File: src/rtl/control_unity_ex_exmem.sv
// control_unity_ex_exmem: opcode decode, EX-stage ALU and branch target, registered into the EX/MEM pipeline register.
module control_unity_ex_exmem (
    input  logic        clock,
    input  logic        reset,
    input  logic [5:0]  opcode,
    input  logic        hazardMux,
    input  logic [31:0] PC4,
    input  logic [31:0] data1ALU,
    input  logic [31:0] data2ALU,
    input  logic [31:0] address,
    input  logic [4:0]  reg2,
    input  logic [4:0]  reg3,
    output logic [31:0] outputShiftLeftOut,
    output logic [31:0] outputALUOut,
    output logic [31:0] dataRegBank2Out,
    output logic [4:0]  muxRegDstOut,
    output logic        BranchOut,
    output logic        MemReadOut,
    output logic        MemWriteOut,
    output logic        MemtoRegOut,
    output logic        RegWriteOut,
    output logic        ZeroOut
);
    logic [8:0]  decoded;
    logic        regDst, aluSrc, memtoReg, regWrite, memRead, memWrite, branch;
    logic [1:0]  aluOp;
    logic [31:0] operandB, aluResult, branchTarget;
    logic [5:0]  funct;

    always_comb begin
        decoded = 9'b0;
        case (opcode)
            6'b000000: decoded = 9'b1_0_0_1_0_0_0_10;
            6'b100011: decoded = 9'b0_1_1_1_1_0_0_00;
            6'b101011: decoded = 9'b0_1_0_0_0_1_0_00;
            6'b000100: decoded = 9'b0_0_0_0_0_0_1_01;
            6'b001000: decoded = 9'b0_1_0_1_0_0_0_00;
            default:   decoded = 9'b0;
        endcase
    end

    // A bubble clears control only; the datapath still computes with ALUOp=00.
    assign {regDst, aluSrc, memtoReg, regWrite, memRead, memWrite, branch, aluOp} = hazardMux ? 9'b0 : decoded;

    assign funct        = address[5:0];
    assign operandB     = aluSrc ? address : data2ALU;
    assign branchTarget = PC4 + {address[29:0], 2'b00};

    always_comb begin
        aluResult = 32'b0;
        case (aluOp)
            2'b00: aluResult = data1ALU + operandB;
            2'b01: aluResult = data1ALU - operandB;
            2'b10: aluResult = funct == 6'b100000 ? data1ALU + operandB :
                               funct == 6'b100010 ? data1ALU - operandB :
                               funct == 6'b100100 ? data1ALU & operandB :
                               funct == 6'b100101 ? data1ALU | operandB :
                               funct == 6'b101010 ? {31'b0, $signed(data1ALU) < $signed(operandB)} : 32'b0;
            default: aluResult = 32'b0;
        endcase
    end

    always_ff @(posedge clock or posedge reset) begin
        if (reset) begin
            outputShiftLeftOut <= 32'b0;
            outputALUOut       <= 32'b0;
            dataRegBank2Out    <= 32'b0;
            muxRegDstOut       <= 5'b0;
            BranchOut          <= 1'b0;
            MemReadOut         <= 1'b0;
            MemWriteOut        <= 1'b0;
            MemtoRegOut        <= 1'b0;
            RegWriteOut        <= 1'b0;
            ZeroOut            <= 1'b0;
        end else begin
            outputShiftLeftOut <= branchTarget;
            outputALUOut       <= aluResult;
            dataRegBank2Out    <= data2ALU;
            muxRegDstOut       <= regDst ? reg3 : reg2;
            BranchOut          <= branch;
            MemReadOut         <= memRead;
            MemWriteOut        <= memWrite;
            MemtoRegOut        <= memtoReg;
            RegWriteOut        <= regWrite;
            ZeroOut            <= aluResult == 32'b0;
        end
    end
endmodule

File: config.mk
export PLATFORM = sky130hd
export DESIGN_NAME = control_unity_ex_exmem
export DESIGN_NICKNAME = d
export VERILOG_FILES = /design/src/rtl/control_unity_ex_exmem.sv
export SDC_FILE = /design/constraint.sdc
export NUM_CORES = 1
export LEC_CHECK = 0
export BUFFER_PORTS_ARGS = -buffer_cell sky130_fd_sc_hd__clkbuf_2
export CAP_MARGIN = 40
export CELL_PAD_IN_SITES_DETAIL_PLACEMENT = 1
export CELL_PAD_IN_SITES_GLOBAL_PLACEMENT = 2
export CORE_MARGIN = 10
export CORE_UTILIZATION = 34
export DETAILED_ROUTE_END_ITERATION = 8
export GPL_TIMING_DRIVEN = 0
export PLACE_DENSITY = 0.88
export SETUP_SLACK_MARGIN = 0.5
export SYNTH_ARGS = -nofsm -noshare
export SYNTH_HDL_FRONTEND = slang
export SYNTH_SLANG_ARGS = --single-unit
File: constraint.sdc
create_clock -name clock -period 6.9 [get_ports clock]
set_clock_uncertainty 0.2 [all_clocks]
set_input_delay 0.69 -clock clock [delete_from_list [all_inputs] [get_ports clock]]
set_output_delay 0.69 -clock clock [all_outputs]
set_load 0.01 [all_outputs]
==> flow_summary.rst, run 1 <==
.. list-table::
   :header-rows: 1

   * - Metric
     - Value
   * - Main area contributors after synthesis
     - sky130_fd_sc_hd__dfrtp_1 (25%), sky130_fd_sc_hd__ha_1 (14%), sky130_fd_sc_hd__a21oi_1 (5.0%)
   * - Leading area contributor after synthesis
     - sky130_fd_sc_hd__dfrtp_1
   * - Total global routing overflow
     - 0
   * - P per Cell Area
     - 175.6 nW/um^2
   * - Most common flop cell mapped by yosys
     - sky130_fd_sc_hd__dfrtp_1
   * - Layout fillers
     - 3878
   * - Post-synth ARST share
     - 100.0%
   * - Die Width
     - around 200 um
   * - Setup fix buffers added after clock tree synthesis
     - 0
   * - Max VDD drop
     - between 0.1 and 0.15 mV
   * - Area of the die
     - between 30000 and 40000 um^2
   * - Ratio of final minimum period to clock period
     - 89.94%
   * - Placed cells
     - about 2.0k
   * - CP required
     - 7.00 ns
   * - RSZ-0062 raised after global routing
     - no
   * - Mean area per synthesized cell
     - 8.070 um^2
   * - DRC Markers
     - 0
   * - Endpoint type of the worst setup path
     - flop
   * - Post-synthesis cell count
     - around 1.3k
   * - Max-cap violations
     - 0
   * - Mapped cell area
     - about 11000 um^2
   * - Total I/O pin count
     - about 250
   * - Max-slew violation total from the final report
     - 0
   * - Total of buffers placed on input and output ports
     - 252
   * - Count of different cell masters after synthesis
     - between 80 and 90
   * - Die height
     - 198.2 um
   * - Total inserted antenna cells
     - 0
   * - Placeable core area
     - ~31000 um^2
   * - Initial antenna violation count
     - 2
   * - Slew @ Worst Pin
     - between 0.9 and 1 ns
   * - Layout-stage area growth over the synthesis result
     - 21.16%
   * - Wire length of the first global-routing pass
     - 73950 um
   * - Number of global-route vias before repair
     - approximately 12k
   * - Finished Core Util
     - 41.57%
   * - Count of vias placed by the detailed router
     - 11.71k
   * - Yosys top cell area share
     - 24.57%
   * - Number of clock sinks
     - 106
   * - Synth Warn #
     - 0
   * - Crit Path Class
     - input port to flop
   * - Final layout net count
     - ~1.9k
   * - Worst hold path class
     - input port to asynchronous set/reset pin
   * - Detail-routed net length per standard cell
     - about 24 um
   * - Leading cell type in the layout, fill and taps excluded
     - sky130_fd_sc_hd__clkbuf_2
   * - Result of the run
     - finished, final reports clean
   * - Drt first pass iters
     - 8
   * - Library cell used as clock root buffer
     - sky130_fd_sc_hd__clkbuf_16
   * - Smallest hold slack
     - slightly below 0.2 ns
   * - Max_slew headroom
     - between 30% and 40%
   * - Post-Syn Nets
     - 1613
   * - Leak
     - roughly 6.3 nW
   * - Vias per cell
     - just under 6
   * - Minimum clock period after layout
     - between 6 and 7 ns
   * - Fraction of the yosys area taken by sequential cells
     - around a quarter
   * - Estimated wirelength of the detail-placed design
     - 40350 um
   * - Buffer levels on the longest clock path
     - 2
   * - Final wirelength
     - 49160 um
   * - Flip-flop and latch count after synthesis
     - 106
   * - Routability-driven placement congestion ratio
     - 0.9844
   * - Number of flops mapped to enable cells by yosys
     - 0
   * - Non-filler cells, final
     - between 2k and 2.5k
   * - Remaining antenna violation count after routing
     - 0
   * - Fraction of final layout cells with drive strength greater than 1
     - 22.24%
   * - H-Tree Level Count
     - 3
   * - Highest-count cells in the layout ignoring fill and taps
     - sky130_fd_sc_hd__clkbuf_2 (256), sky130_fd_sc_hd__ha_1 (125), sky130_fd_sc_hd__inv_1 (112), sky130_fd_sc_hd__a21oi_1 (107), sky130_fd_sc_hd__dfrtp_1 (106)
   * - Highest attainable clock frequency
     - 161.1 MHz
   * - Register clock-pin slew on the reported worst setup and hold paths
     - 0.08 ns
   * - Power Total
     - 2.297 mW
   * - Count of standard-cell rows
     - 65
   * - Number of buffers inserted during clock tree synthesis
     - 9
   * - Maximum number of pins on one net before global-route repair
     - between 50 and 60
   * - Arrival time of data at the critical path endpoint
     - 6.30 ns
   * - Final-layout setup total negative slack
     - 0 ns
   * - Highest net fanout along the worst path
     - 10
   * - Total track usage
     - 24.65%
   * - Initial DRC Count
     - 906
   * - Starting Density
     - roughly 34%
   * - Final-report setup violation count
     - 0
   * - Critical Path Source Type
     - input port
   * - Number of hold violations in the final report
     - 0
   * - CTS tree
     - done
==> worst max-delay path, cell delays in order <==
cell	delay, ns
sky130_fd_sc_hd__clkbuf_2	0.11
sky130_fd_sc_hd__clkbuf_1	0.39
sky130_fd_sc_hd__clkbuf_2	0.44
sky130_fd_sc_hd__buf_2	0.38
sky130_fd_sc_hd__mux2_2	0.25
sky130_fd_sc_hd__ha_1	0.28
sky130_fd_sc_hd__inv_1	0.09
sky130_fd_sc_hd__fa_1	0.47
sky130_fd_sc_hd__nor2b_1	0.20
sky130_fd_sc_hd__o221ai_1	0.29
sky130_fd_sc_hd__a21o_2	0.36
sky130_fd_sc_hd__a211oi_4	0.40
sky130_fd_sc_hd__o221ai_1	0.21
sky130_fd_sc_hd__o41ai_2	0.10
sky130_fd_sc_hd__a21boi_2	0.16
sky130_fd_sc_hd__or4_1	0.63
sky130_fd_sc_hd__nor4b_4	0.31
sky130_fd_sc_hd__nand4b_1	0.30
sky130_fd_sc_hd__nor4_2	0.22
==> stage by stage <==
stage / setup WS [ns] / area, um^2
global placement: -0.8885 / 12560
CTS: 0.5561 / 13000
finish: 0.6939 / 13080
detailed placement: -0.6328 / 12670
floorplan: 1.165 / 10800
global route: 0.5194 / 13080
==> synth_stat cells (all sizes together), types with 22 or more instances <==
library cell	instances
clkbuf	49
a21o	38
nand3	22
xnor2	45
a211oi	25
mux2	32
nor3	42
nor2b	29
nand2	102
ha	125
dfrtp	106
o21ai	74
nor2	99
inv	115
o22ai	24
a21oi	108
==> state kept, by name, indices dropped and copies added (netlist names) <==
name	flops
dataRegBank2Out	32
outputALUOut	32
outputShiftLeftOut	32
muxRegDstOut	5
BranchOut	1
MemReadOut	1
MemWriteOut	1
RegWriteOut	1
ZeroOut	1
==> repair_timing <==
| item | 4_1_cts | 5_1_grt |
|---|---|---|
| gates cloned | 0 | 0 |
| pin swaps | 0 | 1 |
| endpoints found under the hold margin | 0 | 0 |
| endpoints found under the setup margin | 3 | 1 |
| hold buffers | 0 | 0 |
| gates resized for setup | 11 | 17 |
==> report_power, final <==
group | total, mW | switching (mW) | internal (mW) | leakage [nW]
registers | 0.733 | 0.0242 | 0.709 | 1.25
logic | 1.01 | 0.641 | 0.369 | 4.86
clock network | 0.554 | 0.262 | 0.292 | 0.149
total | 2.30 | 0.927 | 1.37 | 6.26
==> cell type report <==
| type | count | area, um^2 | area share, % |
|---|---|---|---|
| Clock inverter | 6 | 65.06 | 0.4973 |
| Tap cell | 402 | 503.0 | 3.845 |
| Buffer | 61 | 257.7 | 1.970 |
| Timing Repair Buffer | 260 | 1358 | 10.38 |
| Sequential cell | 106 | 2653 | 20.28 |
| Multi-Input combinational cell | 1056 | 7574 | 57.89 |
| Inverter | 115 | 434.2 | 3.319 |
| Clock buffer | 10 | 239.0 | 1.827 |
==> per-layer routing <==
layer	GRT usage [%]	share of wire (%)	wire length, um	vias to the layer above
li1	-	-	-	5398
met2	41.25	47	23300	434
met1	31.83	44	21700	5803
met5	0	0	0	-
met4	7.175	2.3	1144	0
met3	4.057	6.1	3007	70
==> cells by family after synthesis <==
family / Yosys count / share of synthesized area [%]
buffers and inverters: 176 / 6.281
and+or+nand+nor: 396 / 18.30
adders and majority gates: 128 / 15.04
AOI/OAI and AO/OA: 437 / 27.31
DFF: 106 / 24.57
xor gates and xnor gates: 58 / 4.705
muxes: 37 / 3.801
==> path summary, 6_finish.rpt <==
check                      startpoint                     to  slack (ns)  cells past startpoint
worst max-delay path       address[0]                ZeroOut        0.69                     19
max in group asynchronous       reset  outputShiftLeftOut[3]        5.54                      3
worst min-delay path            reset  outputShiftLeftOut[0]        0.20                      2
min in group clock             PC4[1]  outputShiftLeftOut[1]        0.21                      1
Power figures use the tool's default switching activity.
==> run 2: changes to the inputs <==
PLACE_DENSITY = 0.92   (was 0.88)
==> run 2 against run 1 <==
First-iteration DRC count decreased by 12%. Sequential share of layout area about the same. Design area increased by 0.12%. Power decreased by 0.73%. Via count increased by 0.33%. Clock power decreased by 3.8%. Maximum frequency increased by 1.7%. Sequential cell count unchanged. Wire length increased by 0.25%. Critical path type unchanged. Critical endpoint unchanged. Largest cell class unchanged.
==> flow_summary.rst, run 2 (synthesis results as in run 1) <==
.. list-table::
   :header-rows: 1

   * - Metric
     - Value
   * - Result of the run
     - finished, final reports clean
   * - RSZ-0062 raised after global routing
     - no
   * - Finished Core Util
     - 41.62%
   * - Number of buffers inserted during clock tree synthesis
     - 9
   * - Critical Path Slowest Stage Cell
     - sky130_fd_sc_hd__or4_1
   * - CP cell instances
     - clkbuf_2 > buf_4 > nor3_4 > nand2_4 > buf_2 > buf_8 > mux2_2 > ha_1 > fa_1 > o21ba_1 > or4_4 > a211o_4 > a21oi_4 > nor3_1 > o41ai_2 > a21boi_2 > or4_1 > nor4b_4 > nand4b_1 > nor4_2
   * - Total track usage
     - 24.76%
   * - P per Cell Area
     - about 170 nW/um^2
   * - Smallest hold slack
     - 0.1872 ns
   * - Die height
     - about 200 um
   * - Library cell used as clock root buffer
     - sky130_fd_sc_hd__clkbuf_16
   * - CTS tree
     - done
   * - Drt first pass iters
     - 5
   * - Routability-driven placement congestion ratio
     - 0.9659
   * - Fraction of final layout cells with drive strength greater than 1
     - 22.48%
   * - Power Total
     - 2.280 mW
   * - Placed cells
     - ~2.0k
   * - Leak
     - 6.274 nW
   * - Endpoint type of the worst setup path
     - flop
   * - Max-cap violations
     - 0
   * - Final-layout setup total negative slack
     - 0 ns
   * - Crit Path Class
     - input port to flop
   * - Minimum clock period after layout
     - 6.099 ns
   * - Area taken by flip-flops and latches
     - 2653 um^2
   * - Initial DRC Count
     - 800
   * - Die Width
     - about 200 um
   * - Total global routing overflow
     - 0
   * - Vias per cell
     - 5.823
   * - Count of vias placed by the detailed router
     - 11.74k
   * - Ratio of final minimum period to clock period
     - between 80 and 90%
   * - Starting Density
     - 34.31%
   * - Post-Place Cell Area
     - 12670 um^2
   * - Buffer levels on the longest clock path
     - 2
   * - Max VDD drop
     - 0.1246 mV
   * - Remaining antenna violation count after routing
     - 0
   * - Arrival time of data at the critical path endpoint
     - 6.19 ns
   * - Final non-filler cell area
     - 13100 um^2
   * - Layout fillers
     - 3924
   * - Placeable core area
     - 31470 um^2
   * - DRC Markers
     - 0
   * - Total inserted antenna cells
     - 0
   * - Highest net fanout along the worst path
     - 10
   * - Final worst-path setup slack
     - 0.8005 ns
   * - H-Tree Level Count
     - 3
   * - Wire length of the first global-routing pass
     - between 70000 and 80000 um
   * - Leading cell type in the layout, fill and taps excluded
     - sky130_fd_sc_hd__clkbuf_2
   * - Layout-stage area growth over the synthesis result
     - 21.31%
   * - CP required
     - 6.99 ns
   * - Max_slew headroom
     - a little under two fifths
   * - Estimated wirelength of the detail-placed design
     - 40370 um
   * - Slew @ Worst Pin
     - 0.9168 ns
   * - Detail-routed net length per standard cell
     - roughly 24 um
   * - Area of the die
     - around 39000 um^2
   * - Maximum number of pins on one net before global-route repair
     - 56
   * - Area taken by multi-input logic gates
     - 7591 um^2
   * - Worst-case setup slack after placement
     - -0.6219 ns
   * - Total of buffers placed on input and output ports
     - ~250
   * - Number of hold violations in the final report
     - 0
   * - Setup fix buffers added after clock tree synthesis
     - 0
   * - Final-report setup violation count
     - 0
   * - Highest attainable clock frequency
     - 163.9 MHz
   * - Final wirelength
     - between 40000 and 50000 um
   * - Register clock-pin slew on the reported worst setup and hold paths
     - 0.08 ns
   * - Max-slew violation total from the final report
     - 0
   * - Number of global-route vias before repair
     - 12.22k
   * - Worst hold path class
     - input port to asynchronous set/reset pin
   * - Highest-count cells in the layout ignoring fill and taps
     - sky130_fd_sc_hd__clkbuf_2 (257), sky130_fd_sc_hd__ha_1 (125), sky130_fd_sc_hd__inv_1 (112), sky130_fd_sc_hd__a21oi_1 (107), sky130_fd_sc_hd__dfrtp_1 (106)
   * - Initial antenna violation count
     - 0
   * - Largest registers ranked by flip-flop count
     - dataRegBank2Out: 32 flops, outputALUOut: 32 flops, outputShiftLeftOut: 32 flops
   * - Non-filler cells, final
     - 2017
   * - Number of clock sinks
     - 106
   * - Count of standard-cell rows
     - between 60 and 70
   * - Final layout net count
     - 1885
   * - Largest stage delay on the critical path
     - 0.62 ns
   * - Critical Path Source Type
     - input port
   * - Total I/O pin count
     - roughly 250
## run 2: per-layer routing
metal	vias up	GRT usage, %	wire length (um)	share of wire [%]
li1	5410	-	-	-
met1	5806	31.71	21020	43
met2	453	40.91	23430	48
met3	75	4.923	3580	7.3
met4	0	7.631	1258	2.6
met5	-	0	0	0
## run 2: cell type report
class | count | area share [%]
Clock inverter | 6 | 0.3630
Buffer | 61 | 1.987
Tap cell | 402 | 3.840
Sequential cell | 106 | 20.25
Timing Repair Buffer | 261 | 10.47
Clock buffer | 10 | 1.824
Multi-Input combinational cell | 1056 | 57.95
Inverter | 115 | 3.315
## run 2: where the power goes
| group | switching (mW) | total, mW | internal (mW) |
|---|---|---|---|
| logic | 0.641 | 1.01 | 0.370 |
| registers | 0.0271 | 0.736 | 0.709 |
| clock network | 0.275 | 0.533 | 0.259 |
| total | 0.943 | 2.28 | 1.34 |
## run 2: final timing paths
check | startpoint | endpoint | slack (ns) | cells past startpoint
max | opcode[2] | ZeroOut | 0.80 | 20
min | reset | dataRegBank2Out[22] | 0.19 | 2
max in group asynchronous | reset | outputShiftLeftOut[4] | 5.54 | 3
min in group clock | PC4[0] | outputShiftLeftOut[0] | 0.20 | 1
## run 2: timing repair
item                       CTS  global route
hold endpoints to repair     0             0
resized for setup           12            25
hold buffers                 0             0
setup endpoints to repair    3             1
pin swaps                    0             3
## run 2: worst max-delay path: cells and delay by family
kind                     cells  cell delay, ns
AND/OR/NAND/NOR              8            2.44
adder cells (fa/ha/maj)      2            0.69
multiplexers                 1            0.30
AO/OA/AOI/OAI                5            1.25
buffers and inverters        4            0.82
